===== src/rtl/pal_word_assembler.sv =====
// Serial-to-parallel word assembler: gathers an MSB-first bit stream into W-bit words and
// presents them on a registered valid/ready output, with one word of stall capacity,
// start-of-word resynchronisation, a sticky fragment flag and a delivered-word counter.
module pal_word_assembler #(
  parameter int unsigned W     = 4,
  parameter int unsigned CNT_W = 8
) (
  input  logic             clk,
  input  logic             rst,
  input  logic             bit_in,
  input  logic             bit_valid,
  output logic             bit_ready,
  input  logic             sof,
  output logic [W-1:0]     word_out,
  output logic             word_valid,
  input  logic             word_ready,
  output logic             frag,
  output logic [CNT_W-1:0] word_count
);

  localparam int unsigned CW = $clog2(W);
  localparam logic [CW-1:0] LastCnt = CW'(W - 1);

  typedef enum logic [0:0] {StFill, StStall} state_e;

  state_e        state_q;
  logic [W-1:0]  sh_q;
  logic [CW-1:0] cnt_q;

  logic          out_free;
  logic          accept;
  logic          consume;
  logic [W-1:0]  shifted;

  // Output slot can take a word this cycle if it is empty or being drained right now.
  assign out_free  = !word_valid || word_ready;
  // Depends on state only, so there is no combinational path from word_ready.
  assign bit_ready = (state_q == StFill);
  assign accept    = bit_valid && bit_ready;
  assign consume   = word_valid && word_ready;
  assign shifted   = {sh_q[W-2:0], bit_in};

  // Assembly FSM, output register, fragment flag and delivered-word counter.
  always_ff @(posedge clk) begin
    if (rst) begin
      state_q    <= StFill;
      sh_q       <= '0;
      cnt_q      <= '0;
      word_out   <= '0;
      word_valid <= 1'b0;
      frag       <= 1'b0;
      word_count <= '0;
    end else begin
      // A load below overrides this clear when both happen in one cycle.
      if (consume) begin
        word_valid <= 1'b0;
        word_count <= word_count + 1'b1;
      end

      unique case (state_q)
        StFill: begin
          if (accept) begin
            sh_q <= shifted;
            if (sof) begin
              // Partial bits already collected are dropped; this bit starts a new word.
              if (cnt_q != '0) frag <= 1'b1;
              cnt_q <= CW'(1);
            end else if (cnt_q == LastCnt) begin
              if (out_free) begin
                word_out   <= shifted;
                word_valid <= 1'b1;
                cnt_q      <= '0;
              end else begin
                // Park the completed word in sh until the output slot frees up.
                state_q <= StStall;
              end
            end else begin
              cnt_q <= cnt_q + 1'b1;
            end
          end
        end

        StStall: begin
          if (out_free) begin
            word_out   <= sh_q;
            word_valid <= 1'b1;
            cnt_q      <= '0;
            state_q    <= StFill;
          end
        end

        default: state_q <= StFill;
      endcase
    end
  end

  // A pending word must not change or vanish while downstream is stalling it.
  assert property (@(posedge clk) disable iff (rst)
    (word_valid && !word_ready) |=> (word_valid && $stable(word_out)));

  // Stalling only happens behind a full output slot.
  assert property (@(posedge clk) disable iff (rst)
    (state_q == StStall) |-> word_valid);

endmodule


===== config.mk =====
export PLATFORM = sky130hd
export DESIGN_NAME = pal_word_assembler
export DESIGN_NICKNAME = d
export VERILOG_FILES = /design/src/rtl/pal_word_assembler.sv
export SDC_FILE = /design/constraint.sdc
export NUM_CORES = 1
export LEC_CHECK = 0
export ABC_AREA = 0
export CORE_ASPECT_RATIO = 1.4
export CORE_MARGIN = 1
export CORE_UTILIZATION = 43
export DETAILED_ROUTE_END_ITERATION = 10
export GPL_TIMING_DRIVEN = 0
export PLACE_DENSITY = 0.84
export SETUP_SLACK_MARGIN = 0.3
export SYNTH_ARGS = -nofsm -noshare
export SYNTH_HDL_FRONTEND = slang
export SYNTH_SLANG_ARGS = --single-unit

===== constraint.sdc =====
create_clock -name clk -period 1.2 [get_ports clk]
set_input_delay 0.24 -clock clk [delete_from_list [all_inputs] [get_ports clk]]
set_output_delay 0.24 -clock clk [all_outputs]
set_load 0.01 [all_outputs]

==> results.md, run 1 <==
- Most instantiated library cell after synthesis: dfxtp_1
- Clock Skew: 0.00625 ns
- Insertion delay to the later sink of the worst-skew pair: 0.31 ns
- Hold_buf cts: 0
- Setup_tns: -0.0812 ns
- Post-synth top cells: 21 x dfxtp_1, 19 x nor2_1, 9 x mux2i_1
- Post-synth top area cell: dfxtp_1
- Total GRT Usage: 22.3%
- Initial Utilization: 46.7%
- Worst vdd ir: 0.824 mV
- CP top delay family: flip-flops
- Final Cycle Share: 104%
- Hold Fails Final Rpt: 0
- Placed Instances: 141
- Startpoint types: flip-flop
- DR WL/cell: 14.4 µm
- Largest net degree at the start of global routing: 13
- R2r endpoint: cnt_q[1]$_SDFFE_PP0N_
- Final Max Slew Viols: 0
- Remaining Overflow, GRT: 0
- Failing checks: negative setup slack
- Synth Register Bits: 21
- Core area: 2000 µm²
- Final setup fails: 3
- Number of enable flip-flop cells after synthesis: 0
- Worst Path Max Fanout: 3
- YS warnings: 0
- CTS root buf: clkbuf_4
- Share of cells above drive strength 1: 56.8%
- CTS Buf Count: 3
- Outcome: complete, but fails checks
- CP startpoint: cnt_q[1]$_SDFFE_PP0N_
- Critical Path Slowest Stage Cell: dfxtp_4
- Total clock sinks: 21
- Seq/Total Area, Yosys: 45.0%
- Vias in the first global route: 900
- Worst Max-Slew Pin Slew: 0.331 ns
- Initial DRC Count: 21
- Pre-antenna DRT Iters: 4
- Avg Synthesized Cell Area: 9.33 µm²
- Die X-Extent: 41.4 µm
- Critical path, cell by cell: inv_2, ha_4, nand2_1, o32ai_2, nand2_1, a21oi_2
- Worst EP required: 1.45 ns
- Vias: 881
- Power Dens Cells: 753 nW/µm²
- Reg2reg path depth: 6
- Synth Net Count: 109
- Final instance area: 1560 µm²
- Ant. Diodes: 0
- Routability cong.: 0.711
- CP endpoint kind: flip-flop
- Placed inst area: 1210 µm²
- Final WS setup: -0.0492 ns
- CP Depth: 6
- Arr. time, crit path: 1.50 ns
- Max Cap Violations: 0
- Antenna violations before repair: 0
- Antenna Nets Post-Route: 0
- H-tree levels: 1
- Unique masters post-synth: 26
- Leak: 0.000646 µW
- Reg-to-reg slack, setup: -0.05 ns
- Synthesized area: 933 µm²
- Final WL: 2400 µm
- Bufs and invs on worst path: 1
- # IOs: 21
- Post-synth ARST share: 0%
- Worst Path Class, Setup: reg2reg
- Largest stage delay, worst path: 0.40 ns
- Max frequency: 0.801 GHz
- RSZ-0062 raised after global routing: true
- # rows: 19
- Layout area overhead: 67.0%
- Final non-filler cell total: 167
- Port Buffer Count: 20
- Cell repeated most along the worst path: nand2_1
- Clk buf depth: 2
- Crit path to: cnt_q[1]$_SDFFE_PP0N_
- Share of the synthesized area in the top cell type: 45.0%
- # DRC: 0
- Slew margin rel.: 77.9%
- Hold Crit Class: in2reg
- Clock-pin transition on the worst setup and hold timing paths: 0.12 ns
- Synth Instances: 100
- Detail-routed via count per cell: 5.28
- Nets: 156
- CTS tree: done
- Reg2reg start: cnt_q[1]$_SDFFE_PP0N_
- Area contributors post-synth: dfxtp_1 45%, mux2i_1 9.7%, nor2_1 7.6%, xor2_1 5.6%, ha_1 4.0%
- Dpl hpwl: 1360 µm
- Most used DFF post-synth: dfxtp_1
- Die area: 2360 µm²
- Tot Pwr: 1170 µW
- First-pass GRT wire length: 3740 µm
- WHS: 0.416 ns
- Die height: 57.1 µm
- Post-route minimum period: 1.25 ns
where the power goes:
| part | total [µW] | internal [µW] | switching [µW] |
|---|---|---|---|
| sequential | 712 | 700 | 11.2 |
| combinational | 106 | 51.9 | 53.9 |
| clock | 356 | 125 | 232 |
| total | 1170 | 877 | 297 |
tightest hold or removal path: stages:
cell,delay (ns)
dlygate4sd2_1,0.24
nand2b_1,0.15
nor3_1,0.06
how the worst min path moves through the flow:
stage | startpoint | endpoint | cells after the start
after global placement | frag$_SDFFE_PP0P_ | frag$_SDFFE_PP0P_ | 2
after global routing | word_ready | state_q$_SDFF_PP0_ | 3
final | word_ready | state_q$_SDFF_PP0_ | 3
after floorplan | rst | state_q$_SDFF_PP0_ | 1
after CTS | word_ready | state_q$_SDFF_PP0_ | 3
after detailed placement | frag$_SDFFE_PP0P_ | frag$_SDFFE_PP0P_ | 2
cells in the final DEF (no fill, tap or decap), drive strengths merged, types with 2 or more instances in the layout:
cell           instances
a211oi                 4
a21oi                  5
and3                   2
buf                   40
clkbuf                 5
clkdlybuf4s50          2
dfxtp                 21
dlygate4sd2            3
ha                     3
inv                    4
mux2i                  9
nand2                  5
nand4                  4
nor2                  19
nor2b                  3
xor2                   6
layer usage:
metal | vias to the layer above | wire length [µm] | global-route usage, %
li1 | 429 | - | -
met1 | 419 | 960 | 25.3
met2 | 25 | 1300 | 39.3
met3 | 8 | 75 | 2.72
met4 | 0 | 65 | 8.29
met5 | - | 0 | 0
area by class of cell:
cell class,count,area [µm²]
buffer,5,40.0
clock buffer,3,22.5
clock inverter,1,5.00
fill,126,438
inverter,4,17.5
multi-input combinational,70,578
sequential,21,452
tap,21,26.3
timing repair buffer,42,418
repair_timing:
action | CTS | global route
pin swaps | 25 | 16
setup buffers | 17 | 5
gates resized for setup | 108 | 7
setup endpoints to repair | 36 | 36
registers in the layout, summed over array words and instances, names as in the netlist:
name / flops
cnt_q: 2
frag: 1
sh_q: 4
state_q: 1
word_count: 8
word_out: 4
word_valid: 1
per-stage QoR:
stage | utilization (%) | worst slack (ns)
6_report | 78.1 | -0.0492
5_1_grt | 78.1 | -0.126
4_1_cts | 74.7 | -0.0342
3_5_place_dp | 60.8 | -0.414
3_3_place_gp | 60.8 | -0.360
2_1_floorplan | - | 0.0660
cell families (layout without fill, tap and decap cells):
family | after synthesis | in the layout | share of synthesized area [%]
flops | 21 | 21 | 45.0
xor+xnor | 7 | 7 | 6.57
mux | 9 | 9 | 9.65
simple gates | 37 | 37 | 19.7
compound gates | 14 | 14 | 10.7
buf+inv | 9 | 55 | 4.29
fa+ha+maj | 3 | 3 | 4.02
(Power assumes the default switching activity.)
==> run 2: changes to the inputs <==
Settings changed: GPL_TIMING_DRIVEN 0 to not set.
==> run 2 against run 1 <==
Compared with the run above: the run still ends with negative setup slack left; clock power decreased by 3%; die area unchanged; combinational power is essentially flat; setup slack better by 0.037 ns; largest power group unchanged.
==> results.md, run 2 (synthesized netlist as in run 1, its figures left out) <==
- Worst EP required: 1.45 ns
- Vias in the first global route: 789
- Antenna Nets Post-Route: 0
- Slew margin rel.: 82.1%
- H-tree levels: 1
- Final instance area: 1470 µm²
- # rows: 19
- Combinational share of power: 9.2%
- Post-route minimum period: 1.21 ns
- Leak: 0.000609 µW
- Share of cells above drive strength 1: 53.9%
- Pint: 883 µW
- Bufs and invs on worst path: 1
- Placed inst area: 1280 µm²
- Final WL: 2070 µm
- Switching part of the total: 24.1%
- Initial DRC Count: 17
- Total of fill cells in the finished design: 155
- CTS tree: done
- Port Buffer Count: 20
- Fin util: 73.5%
- Insertion delay to the later sink of the worst-skew pair: 0.31 ns
- Place WS: -0.349 ns
- DR WL/cell: 12.8 µm
- Hold Fails Final Rpt: 0
- P_sw: 281 µW
- Worst Max-Slew Pin Slew: 0.268 ns
- Remaining Overflow, GRT: 0
- Outcome: complete, but fails checks
- Antenna violations before repair: 0
- Startpoint types: flip-flop
- Most frequent cells in the layout: 19 x buf_6, 18 x nor2_1, 18 x buf_4
- Cell repeated most along the worst path: nand2_1
- Critical path, cell by cell: inv_2, ha_1, nand2_1, o32ai_2, nand2_1, a21oi_2
- Clk buf depth: 2
- Ant. Diodes: 0
- Nets: 151
- CP endpoint kind: flip-flop
- CP top delay family: flip-flops
- WHS: 0.467 ns
- Detail-routed via count per cell: 5.26
- Total GRT Usage: 20.7%
- First-pass GRT wire length: 3370 µm
- Sequential power share: 61.0%
- Final WS setup: -0.0124 ns
- Flip-flop count of the largest register after layout: 8
- Vias: 852
- Critical Path Slowest Stage Cell: dfxtp_4
- Routability cong.: 0.678
- CTS root buf: clkbuf_4
- Worst vdd ir: 0.788 mV
- Max Cap Violations: 0
- Total clock sinks: 21
- CTS Buf Count: 3
- Hold_buf cts: 0
- Largest net degree at the start of global routing: 13
- Worst Path Class, Setup: reg2reg
- Hold Crit Class: in2reg
- RSZ-0062 raised after global routing: true
- Arr. time, crit path: 1.46 ns
- Largest stage delay, worst path: 0.39 ns
- Register Area: 452 µm²
- Area of the multi-input gates: 551 µm²
- Initial Utilization: 46.7%
- # DRC: 0
- Largest registers: word_count: 8 flops, sh_q: 4 flops, word_out: 4 flops
- Die area: 2360 µm²
- Die X-Extent: 41.4 µm
- Layout area overhead: 57.2%
- Top reg by flops: word_count
- Tot Pwr: 1160 µW
- Die height: 57.1 µm
- Clock-pin transition on the worst setup and hold timing paths: 0.12 ns
- Failing checks: negative setup slack
- Dpl hpwl: 1440 µm
- Power Dens Cells: 793 nW/µm²
- Clock power frac: 29.8%
- Core area: 2000 µm²
- Worst Path Max Fanout: 3
- Max frequency: 0.825 GHz
- Final setup fails: 1
- Final Max Slew Viols: 0
- Clock Skew: 0.00476 ns
- # IOs: 21
- Final Cycle Share: 101%
- Most common cell after layout, fill and taps aside: buf_6
- Pre-antenna DRT Iters: 4
## run 2: per-stage QoR
stage / TNS, ns / std cells
final: -0.0124 / 162
after global placement: -4.01 / 150
after CTS: -0.0512 / 162
after detailed placement: -4.56 / 150
after floorplan: 0 / 100
after global routing: -0.328 / 162
## run 2: layer usage
metal | global-route usage, % | part of all wire, %
met2 | 35.9 | 55
met4 | 9.68 | 1.5
met3 | 2.33 | 2.0
met1 | 23.2 | 41
met5 | 0 | 0
## run 2: timing repair
item,4_1_cts,5_1_grt
setup endpoints to repair,36,36
pin swaps,19,3
resized for setup,102,1
setup buffers,8,0
## run 2: tightest hold or removal path, stage by stage
cell	delay (ns)
dlygate4sd2_1	0.23
nor2b_1	0.09
o211ai_1	0.12
a21oi_2	0.06
## run 2: final cells by class
class / count / share of cell area, %
clock buffer: 3 / 1.53
sequential: 21 / 30.8
clock inverter: 1 / 0.341
multi-input combinational: 70 / 37.5
tap: 21 / 1.79
timing repair buffer: 42 / 27.0
inverter: 4 / 1.02
## run 2: path summary, 6_finish.rpt
path | from | end | slack [ns] | cells past startpoint
max | cnt_q[1]$_SDFFE_PP0N_ | cnt_q[1]$_SDFFE_PP0N_ | -0.01 | 6
min | word_ready | cnt_q[1]$_SDFFE_PP0N_ | 0.47 | 4
max reg2reg | cnt_q[1]$_SDFFE_PP0N_ | cnt_q[1]$_SDFFE_PP0N_ | -0.01 | 6
min reg2reg | frag$_SDFFE_PP0P_ | frag$_SDFFE_PP0P_ | 0.48 | 2
## run 2: power by group through the flow
| stage | Sequential (µW) | Clock (µW) | Combinational, µW |
|---|---|---|---|
| after detailed placement | 733 | 0 | 98.2 |
| after global placement | 733 | 0 | 95.3 |
| final | 710 | 347 | 107 |
| after global routing | 713 | 388 | 115 |
| after floorplan | 732 | 0 | 46.0 |
| after CTS | 713 | 360 | 107 |
